### src/rtl/lsu_sequencer.sv
`default_nettype none
// ============================================================================
//  Module   : lsu_sequencer
//  Purpose  : Load/store sequencer between the femtoRV32 execute stage and a
//             word-wide data memory. Each byte/half/word request is turned
//             into one aligned word access, or two when it straddles a word
//             boundary. Loads are reassembled and sign/zero extended. Every
//             request produces exactly one completion pulse.
//  Ports    : clk, rst_n                      - clock, async active-low reset
//             req_valid/req_ready             - request handshake (ready only
//                                               when idle)
//             req_we/size/signed/addr/wdata   - request fields
//             resp_valid/resp_rdata/resp_err  - one-cycle completion
//             mem_req/mem_ack                 - memory handshake
//             mem_we/addr/be/wdata/rdata      - word-wide memory bus
//  Revision : 1.0 - initial release
// ============================================================================
module lsu_sequencer #(
    parameter int SPLIT_EN = 1,
    parameter int WAIT_MAX = 255
) (
    input  logic        clk,
    input  logic        rst_n,
    input  logic        req_valid,
    output logic        req_ready,
    input  logic        req_we,
    input  logic [1:0]  req_size,
    input  logic        req_signed,
    input  logic [31:0] req_addr,
    input  logic [31:0] req_wdata,
    output logic        resp_valid,
    output logic [31:0] resp_rdata,
    output logic        resp_err,
    output logic        mem_req,
    input  logic        mem_ack,
    output logic        mem_we,
    output logic [29:0] mem_addr,
    output logic [3:0]  mem_be,
    output logic [31:0] mem_wdata,
    input  logic [31:0] mem_rdata
);

    localparam logic [1:0]  c_IDLE      = 2'd0;
    localparam logic [1:0]  c_ACC1      = 2'd1;
    localparam logic [1:0]  c_ACC2      = 2'd2;
    localparam logic [1:0]  c_RESP      = 2'd3;
    localparam logic [15:0] c_WAIT_LAST = 16'(WAIT_MAX - 1);

    logic [1:0]  r_state;
    logic        r_we;
    logic        r_signed;
    logic [2:0]  r_n;
    logic [1:0]  r_offset;
    logic [29:0] r_word;
    logic [31:0] r_wdata;
    logic        r_misal;
    logic        r_err;
    logic        r_mem_req;
    logic [15:0] r_wait;
    logic [63:0] r_buf;

    // ------------------------------------------------------------------
    // Request decode (used only at acceptance)
    // ------------------------------------------------------------------
    logic [2:0] w_n_in;
    logic       w_misal_in;
    logic       w_bad_in;

    always_comb begin
        w_n_in = 3'd4;
        case (req_size)
            2'b01:   w_n_in = 3'd2;
            2'b10:   w_n_in = 3'd1;
            default: w_n_in = 3'd4;
        endcase
    end

    assign w_misal_in = ({2'b00, req_addr[1:0]} + {1'b0, w_n_in}) > 4'd4;
    assign w_bad_in   = (req_size == 2'b11) || (w_misal_in && (SPLIT_EN == 0));

    // ------------------------------------------------------------------
    // Lane placement over a two-word window: low word is beat 1, high
    // word is beat 2.
    // ------------------------------------------------------------------
    logic [7:0]  w_ones;
    logic [7:0]  w_mask64;
    logic [63:0] w_wdata64;
    logic [63:0] w_wd_masked;

    assign w_ones    = (8'd1 << r_n) - 8'd1;
    assign w_mask64  = w_ones << r_offset;
    assign w_wdata64 = {32'h0, r_wdata} << {r_offset, 3'b000};

    // Disabled byte lanes are driven to zero.
    for (genvar g = 0; g < 8; g++) begin : g_lane
        assign w_wd_masked[8*g +: 8] = w_mask64[g] ? w_wdata64[8*g +: 8] : 8'h00;
    end

    logic w_beat2;
    assign w_beat2 = (r_state == c_ACC2);

    // Bus fields are only non-zero while a request is outstanding; the
    // captured request keeps them stable until mem_ack.
    assign mem_req   = r_mem_req;
    assign mem_we    = r_mem_req & r_we;
    assign mem_addr  = r_mem_req ? (w_beat2 ? r_word + 30'd1 : r_word) : 30'd0;
    assign mem_be    = r_mem_req ? (w_beat2 ? w_mask64[7:4] : w_mask64[3:0]) : 4'h0;
    assign mem_wdata = r_mem_req ? (w_beat2 ? w_wd_masked[63:32] : w_wd_masked[31:0]) : 32'h0;

    // ------------------------------------------------------------------
    // Load result: shift the collected bytes down to bit 0 and extend.
    // ------------------------------------------------------------------
    logic [31:0] w_shift;
    logic [31:0] w_ext;

    assign w_shift = 32'(r_buf >> {r_offset, 3'b000});

    always_comb begin
        w_ext = w_shift;
        case (r_n)
            3'd1:    w_ext = {{24{r_signed & w_shift[7]}},  w_shift[7:0]};
            3'd2:    w_ext = {{16{r_signed & w_shift[15]}}, w_shift[15:0]};
            default: w_ext = w_shift;
        endcase
    end

    assign req_ready  = (r_state == c_IDLE);
    assign resp_valid = (r_state == c_RESP);
    assign resp_err   = (r_state == c_RESP) & r_err;
    assign resp_rdata = ((r_state == c_RESP) && !r_err && !r_we) ? w_ext : 32'h0;

    // ------------------------------------------------------------------
    // Sequencer
    // ------------------------------------------------------------------
    always_ff @(posedge clk or negedge rst_n) begin
        if (!rst_n) begin
            r_state   <= c_IDLE;
            r_we      <= 1'b0;
            r_signed  <= 1'b0;
            r_n       <= 3'd0;
            r_offset  <= 2'd0;
            r_word    <= 30'd0;
            r_wdata   <= 32'h0;
            r_misal   <= 1'b0;
            r_err     <= 1'b0;
            r_mem_req <= 1'b0;
            r_wait    <= 16'd0;
            r_buf     <= 64'h0;
        end else begin
            case (r_state)
                c_IDLE: begin
                    if (req_valid) begin
                        r_we     <= req_we;
                        r_signed <= req_signed;
                        r_n      <= w_n_in;
                        r_offset <= req_addr[1:0];
                        r_word   <= req_addr[31:2];
                        r_wdata  <= req_wdata;
                        r_misal  <= w_misal_in;
                        r_buf    <= 64'h0;
                        r_wait   <= 16'd0;
                        if (w_bad_in) begin
                            r_err   <= 1'b1;
                            r_state <= c_RESP;
                        end else begin
                            r_err     <= 1'b0;
                            r_mem_req <= 1'b1;
                            r_state   <= c_ACC1;
                        end
                    end
                end

                c_ACC1, c_ACC2: begin
                    if (r_mem_req) begin
                        if (mem_ack) begin
                            r_mem_req <= 1'b0;
                            r_wait    <= 16'd0;
                            if (!r_we) begin
                                if (w_beat2) begin
                                    r_buf[63:32] <= mem_rdata;
                                end else begin
                                    r_buf[31:0] <= mem_rdata;
                                end
                            end
                            if (!w_beat2 && r_misal) begin
                                r_state <= c_ACC2;
                            end else begin
                                r_state <= c_RESP;
                            end
                        end else if (r_wait == c_WAIT_LAST) begin
                            // Timed out: abandon the access, including any
                            // second beat still to come.
                            r_mem_req <= 1'b0;
                            r_err     <= 1'b1;
                            r_state   <= c_RESP;
                        end else begin
                            r_wait <= r_wait + 16'd1;
                        end
                    end else begin
                        // First cycle of beat 2: mem_req was dropped for one
                        // cycle after beat 1's ack, raise it again now.
                        r_mem_req <= 1'b1;
                    end
                end

                c_RESP: begin
                    r_state <= c_IDLE;
                end

                default: begin
                    r_state <= c_IDLE;
                end
            endcase
        end
    end

endmodule
`default_nettype wire

### config.mk
export PLATFORM = sky130hd
export DESIGN_NAME = lsu_sequencer
export DESIGN_NICKNAME = d
export VERILOG_FILES = /design/src/rtl/lsu_sequencer.sv
export SDC_FILE = /design/constraint.sdc
export NUM_CORES = 1
export LEC_CHECK = 0
export BUFFER_PORTS_ARGS = -buffer_cell sky130_fd_sc_hd__buf_2
export CAP_MARGIN = 20
export CORE_ASPECT_RATIO = 1.75
export CORE_MARGIN = 2
export CORE_UTILIZATION = 40
export CTS_CLUSTER_SIZE = 24
export DETAILED_ROUTE_END_ITERATION = 8
export GPL_TIMING_DRIVEN = 0
export HOLD_SLACK_MARGIN = 0.05
export PLACE_DENSITY = 0.64
export SLEW_MARGIN = 20
export SYNTH_ARGS = -nofsm -noshare
export SYNTH_HDL_FRONTEND = slang
export SYNTH_SLANG_ARGS = --single-unit
export TNS_END_PERCENT = 30
### constraint.sdc
create_clock -name clk -period 3.85 [get_ports clk]
set_clock_uncertainty 0.05 [all_clocks]
set_input_delay 0.5775 -clock clk [delete_from_list [all_inputs] [get_ports clk]]
set_output_delay 0.5775 -clock clk [all_outputs]
set_load 0.02 [all_outputs]
---- Word-level counts from Yosys, hierarchy flattened ----
Cells that the tools add are included.
storage, ports and cells
  register bits after elaboration ......... 154
  input port bits ......................... 104
  output and inout port bits .............. 103
  word-level logic and storage cells ...... 110
cells by class
  add/subtract/negate cells ............... 4
  order comparisons ....................... 1
  equal/unequal tests ..................... 20
  shift operators ......................... 4
  multiplexer cells ....................... 48
  bitwise logic cells ..................... 4
  reduce and logical (&&, ||, !) cells .... 16
operator list
  cell                                                                    number
  64-bit two-way mux                                                      4
  32-bit two-way mux                                                      5
  64-bit case mux with 2 select lines                                     1
  16-bit two-way mux                                                      4
  8-bit two-way mux                                                       8
  32-bit case mux with 2 select lines                                     1
  32-bit by 5-bit << shifter with 64-bit output                           1
  64-bit by 5-bit >> shifter with 32-bit output                           1
  30-bit two-way mux                                                      2
  16-bit case mux with 2 select lines                                     1
  30-bit by 1-bit adder with 30-bit output, second input constant         1
  2-bit inequality test, second input constant                            9
  16-bit by 1-bit adder with 16-bit output, second input constant         1
  16-bit by 8-bit equality test with 1-bit output, second input constant  1
  6-bit AND reduction                                                     2
  1-bit two-way mux                                                       11
  2-bit two-way mux                                                       5
  2-bit equality test, second input constant                              4
  4-bit two-way mux                                                       2
  1-bit by 3-bit << shifter with 8-bit output, first input constant       1
  8-bit by 2-bit << shifter with 8-bit output                             1
  8-bit by 1-bit subtractor with 8-bit output, second input constant      1
  3-bit inequality test, second input constant                            2
  2-bit case mux with 3 select lines                                      1
  other kinds (17)                                                        27

---- Longest topological paths before layout ----
  depth in word-level cells ............... 7
  gate-level depth with buffers ........... 10
  gate-level depth less buffers ........... 9

---- Worst setup path before layout ----
Ideal clock, no wire load.
  kind .................................... reg2out
  start point ............................. reg r_n[0]
  end point ............................... out mem_wdata[0]
  arrival ................................. 2.511 ns
  required time ........................... 3.222 ns
  path slack .............................. 0.712 ns
  cell stages (with the launch flop) ...... 10
  cells stage by stage .................... dfrtp_1 -> clkbuf_1 -> nand2_1 -> ha_1 -> buf_1 -> nor2_1 -> a22oi_1 -> o211ai_1 -> a32oi_1 -> nor3_1
between the ends
  longest elaborated chain between the ends .. 6
ends and longest elaborated chain
  what                                             RTL line  text
  start, declared                                  52        logic [2:0] r_n;
  start signal, assigned                           155       r_n <= w_n_in;
  1-bit by 3-bit << shifter with 8-bit output (*)  90        assign w_ones = (8'd1 << r_n) - 8'd1;
  8-bit by 1-bit subtractor with 8-bit output (*)  90
  8-bit by 2-bit << shifter with 8-bit output (*)  91        assign w_mask64 = w_ones << r_offset;
  8-bit two-way mux                                96        assign w_wd_masked[8*g +: 8] = w_mask64[g] ? w_wdata64[8*g +: 8] : 8'h00;
  32-bit two-way mux (*) (2 in a row)              108       assign mem_wdata = r_mem_req ? (w_beat2 ? w_wd_masked[63:32] : w_wd_masked[31:0]) : 32'h0;
  end, declared                                    39        output logic [31:0] mem_wdata,
Mark *: on every way between the ends. The rest lies on a longest branch, timed or not.

---- Worst setup path after layout ----
  start point ............................. reg r_offset[1]
  end point ............................... out mem_wdata[4]
between the ends
  longest elaborated chain between the ends .. 4
ends and longest elaborated chain
  what                                                                                                          RTL line  text
  start, declared                                                                                               53        logic [1:0] r_offset;
  start signal, assigned                                                                                        156       r_offset <= req_addr[1:0];
  32-bit by 5-bit << shifter with 64-bit output or 8-bit by 2-bit << shifter with 8-bit output (tied branches)  92, 91
  8-bit two-way mux                                                                                             96
  32-bit two-way mux (*) (2 in a row)                                                                           108
Marks and branches as above.

==> impl_metrics.yaml <==
logic_synthesis:
  yosysTopAreaCellShare_pct: 39.01
  synth_top_area_cell: "dfrtp_1"
  synth-seq-area-share_pct: 39.01
  synth_area_um2: 9365
  synth_fp_nets: 1090
  postSynthCellCount: 971
  synthArstFlopShare_pct: 100.0
  syn_area_per_cell_um2: 9.645
  ys_types: 73
  synth-seq-cells: 146
  synth_top_flop_cell: "dfrtp_1"
  synth_area_leaders: "dfrtp_1, mux2_2, mux4_2"
  yosys_warnings: 0
  synth_edf_count: 0
sta:
  hold_viol: 0
  fin_ws_ps: 130.2
  drv_slew: 0
  finalSetupViolations: 0
  fin_crit_ps: 3720
  clock.fmax_mhz: 268.8
  relSlewSlack_pct: 39.99
  rsz0062_at_grt: "yes"
  tns_ps: 0
  fin_crit_sh_pct: 96.62
  whs_ps: 318.3
  worst_pin_slew_ps: 900.2
worst_setup_path:
  crit_chain: "buf_2 > buf_2 > clkbuf_1 > a21oi_1 > a211oi_1 > a21oi_1 > nor3_2 > buf_2"
  worstPathMaxFanout: 10
  crit_path_frequent_cell: "buf_2"
  critPathCaptureType: "output pin"
  slowest_stage: "clkbuf_1"
  r2r_setup_slack_ps: 980
  worstReg2RegEnd: "r_buf[52]"
  path_delay_family: "buffers and inverters"
  slowest_delay_ps: 630
  cp.required_ps: 3220
  reg2reg_from: "r_state[0]"
  reg2reg_depth: 9
  cp_num_buf_inv: 4
  worstPathArrival_ps: 3090
  path_class: "reg -> out"
  setup.worst_path.start_class: "register"
pwr:
  pwr-share-comb_pct: 58.8
  pwr-share-clk_pct: 15.6
  total_power_mw: 10.93
  powerDensity_nw_per_um2: 946.9
  power.switching_mw: 5.343
  p_leak_nw: 5.249
  peakVddDrop_mv: 0.4689
  swShare_pct: 48.90
  power.internal_mw: 5.582
  seq_power_share_pct: 25.6
detailed_routing:
  drtIter0Drc: 540
  wl_per_cell_um: 21.08
  routed_wl_um: 31930
  vias: 8543
  viasPerCell: 5.639
  drcViolationCount: 0
  drt_first_pass_iters: 4
  antenna_left: 0
grt:
  grt_overflow: 0
  grt_usage_pct: 26.09
  grt_max_degree: 97
  antenna_found_initial: 0
  grt_pass1_vias: 8572
  grt_pass1_wl_um: 48820
die:
  rows: 74
  die_y_um: 206.4
  initial_core_util_pct: 40.46
  die_w_um: 119.7
  core_area_um2: 23150
  io_pins: 207
  die_area_um2: 24700
cts:
  cts_buffers: 17
  clk_pin_slew_worst_paths_ps: 60
  clk_path_buf_depth: 2
  clk_latency_ps: 440
  tritoncts: "done"
  cts.sinks: 146
  root_buffer: "clkbuf_16"
  htree_levels: 4
run_status:
  status: "completed"
final_layout:
  drive_gt1_share_pct: 32.98
  area_growth_pct: 23.19
  fill_cells: 2223
  multi_input_area_um2: 5399
  nets: 1319
  finish.utilization_pct: 49.84
  seqCellArea_um2: 3655
min_path:
  holdPathEnd: "r_wdata[15]"
  hold_depth: 2
  hold_start: "req_wdata[15]"
  min_path_type: "in -> reg"
placed_design:
  routabilityCongestion: 0.9333
  pre_cts_slack_ps: -113.5
  portBuffers: 206
  hpwlAfterDp_um: 23740
job:
  drv_cap: 0
## synth_stat cells (all sizes together), types with 3 or more instances
cell type / n
buf: 24
mux2i: 36
a31oi: 3
nor2: 46
a21oi: 42
a211oi: 19
o21ai: 84
nand3: 12
nand2: 142
mux4: 30
xnor2: 26
or4: 4
nand2b: 13
nor3: 29
a21boi: 3
o22a: 5
or3: 7
a22oi: 5
and3: 13
inv: 32
ha: 14
mux2: 70
and2: 33
nor2b: 9
o21a: 11
xor2: 9
dfrtp: 146
clkbuf: 42
o22ai: 9
nor4b: 3
nor4: 10
nand4: 10
## metal layers
metal  vias to the layer above  track usage, %  share of wire (%)
li1                       3921               -                  -
met1                      4129           27.78                 35
met2                       413           48.06                 53
met3                        80           5.933                7.2
met4                         0           12.82                4.3
met5                         -               0                  0
## through the flow
step / instances / area (um2)
floorplan: 971 / 9365
global placement: 1481 / 10780
detailed placement: 1482 / 10810
CTS: 1511 / 11450
global route: 1514 / 11530
finish: 1515 / 11540
## how the worst max path moves through the flow
stage                start            to  slack [ps]  cells after the start
2_1_floorplan       r_n[0]  mem_wdata[0]         710                      9
3_3_place_gp        r_n[2]  mem_wdata[4]        -110                     11
3_5_place_dp        r_n[2]  mem_wdata[1]        -110                     11
4_1_cts        r_offset[1]  mem_wdata[9]          10                      6
5_1_grt             r_n[2]  mem_wdata[0]         -40                     12
6_report       r_offset[1]  mem_wdata[4]         130                      8
## power by group through the flow
stage / sequential, mW / clock (mW) / combinational, mW
2_1_floorplan: 2.57 / 0 / 4.27
3_5_place_dp: 2.81 / 0 / 6.16
5_1_grt: 2.88 / 1.79 / 6.91
6_report: 2.80 / 1.70 / 6.42
4_1_cts: 2.78 / 1.73 / 6.25
3_3_place_gp: 2.78 / 0 / 6.05
## registers in the layout, indices dropped and copies added, names as in the netlist
name / flops
mem_req: 1
r_buf: 56
r_err: 1
r_misal: 1
r_n: 3
r_offset: 2
r_signed: 1
r_state: 2
r_wait: 16
r_wdata: 32
r_we: 1
r_word: 30
## cells by family after synthesis
logic type | after synthesis | share of synthesized area (%)
AND/OR/NAND/NOR | 344 | 18.85
AO/OA/AOI/OAI | 196 | 12.88
flip-flops | 146 | 39.01
multiplexers | 136 | 19.48
buffers and inverters | 99 | 4.422
XOR/XNOR | 35 | 3.273
adder cells (fa/ha/maj) | 15 | 2.084
## placed cells by master (no fill, tap or decap), drive strengths merged, types with 7 or more instances in the layout
| cell type | Yosys | layout |
|---|---|---|
| a211oi | 19 | 19 |
| a21oi | 42 | 42 |
| and2 | 33 | 33 |
| and3 | 13 | 13 |
| buf | 24 | 234 |
| clkbuf | 42 | 60 |
| dfrtp | 146 | 146 |
| ha | 14 | 14 |
| inv | 32 | 32 |
| mux2 | 70 | 70 |
| mux2i | 36 | 36 |
| mux4 | 30 | 30 |
| nand2 | 142 | 142 |
| nand2b | 13 | 13 |
| nand3 | 12 | 12 |
| nand4 | 10 | 10 |
| nor2 | 46 | 46 |
| nor2b | 9 | 9 |
| nor3 | 29 | 29 |
| nor4 | 10 | 10 |
| o21a | 11 | 11 |
| o21ai | 84 | 84 |
| o22ai | 9 | 9 |
| or3 | 7 | 7 |
| xnor2 | 26 | 26 |
| xor2 | 9 | 9 |
## cell type report
cell class | count | area share, %
timing repair buffer | 210 | 9.478
clock inverter | 9 | 1.160
inverter | 33 | 1.074
antenna | 1 | 0.02169
multi-input combinational | 727 | 46.80
clock buffer | 20 | 3.958
sequential | 146 | 31.68
buffer | 65 | 2.538
tap | 304 | 3.297
## timing repair
action	4_1_cts	5_1_grt
hold endpoints to repair	50	0
buffers inserted	0	2
resized for setup	10	14
hold buffers	1	0
cloned	0	1
pin swaps	0	4
setup endpoints to repair	37	35
Note: power is estimated with default switching activity, not from simulation.
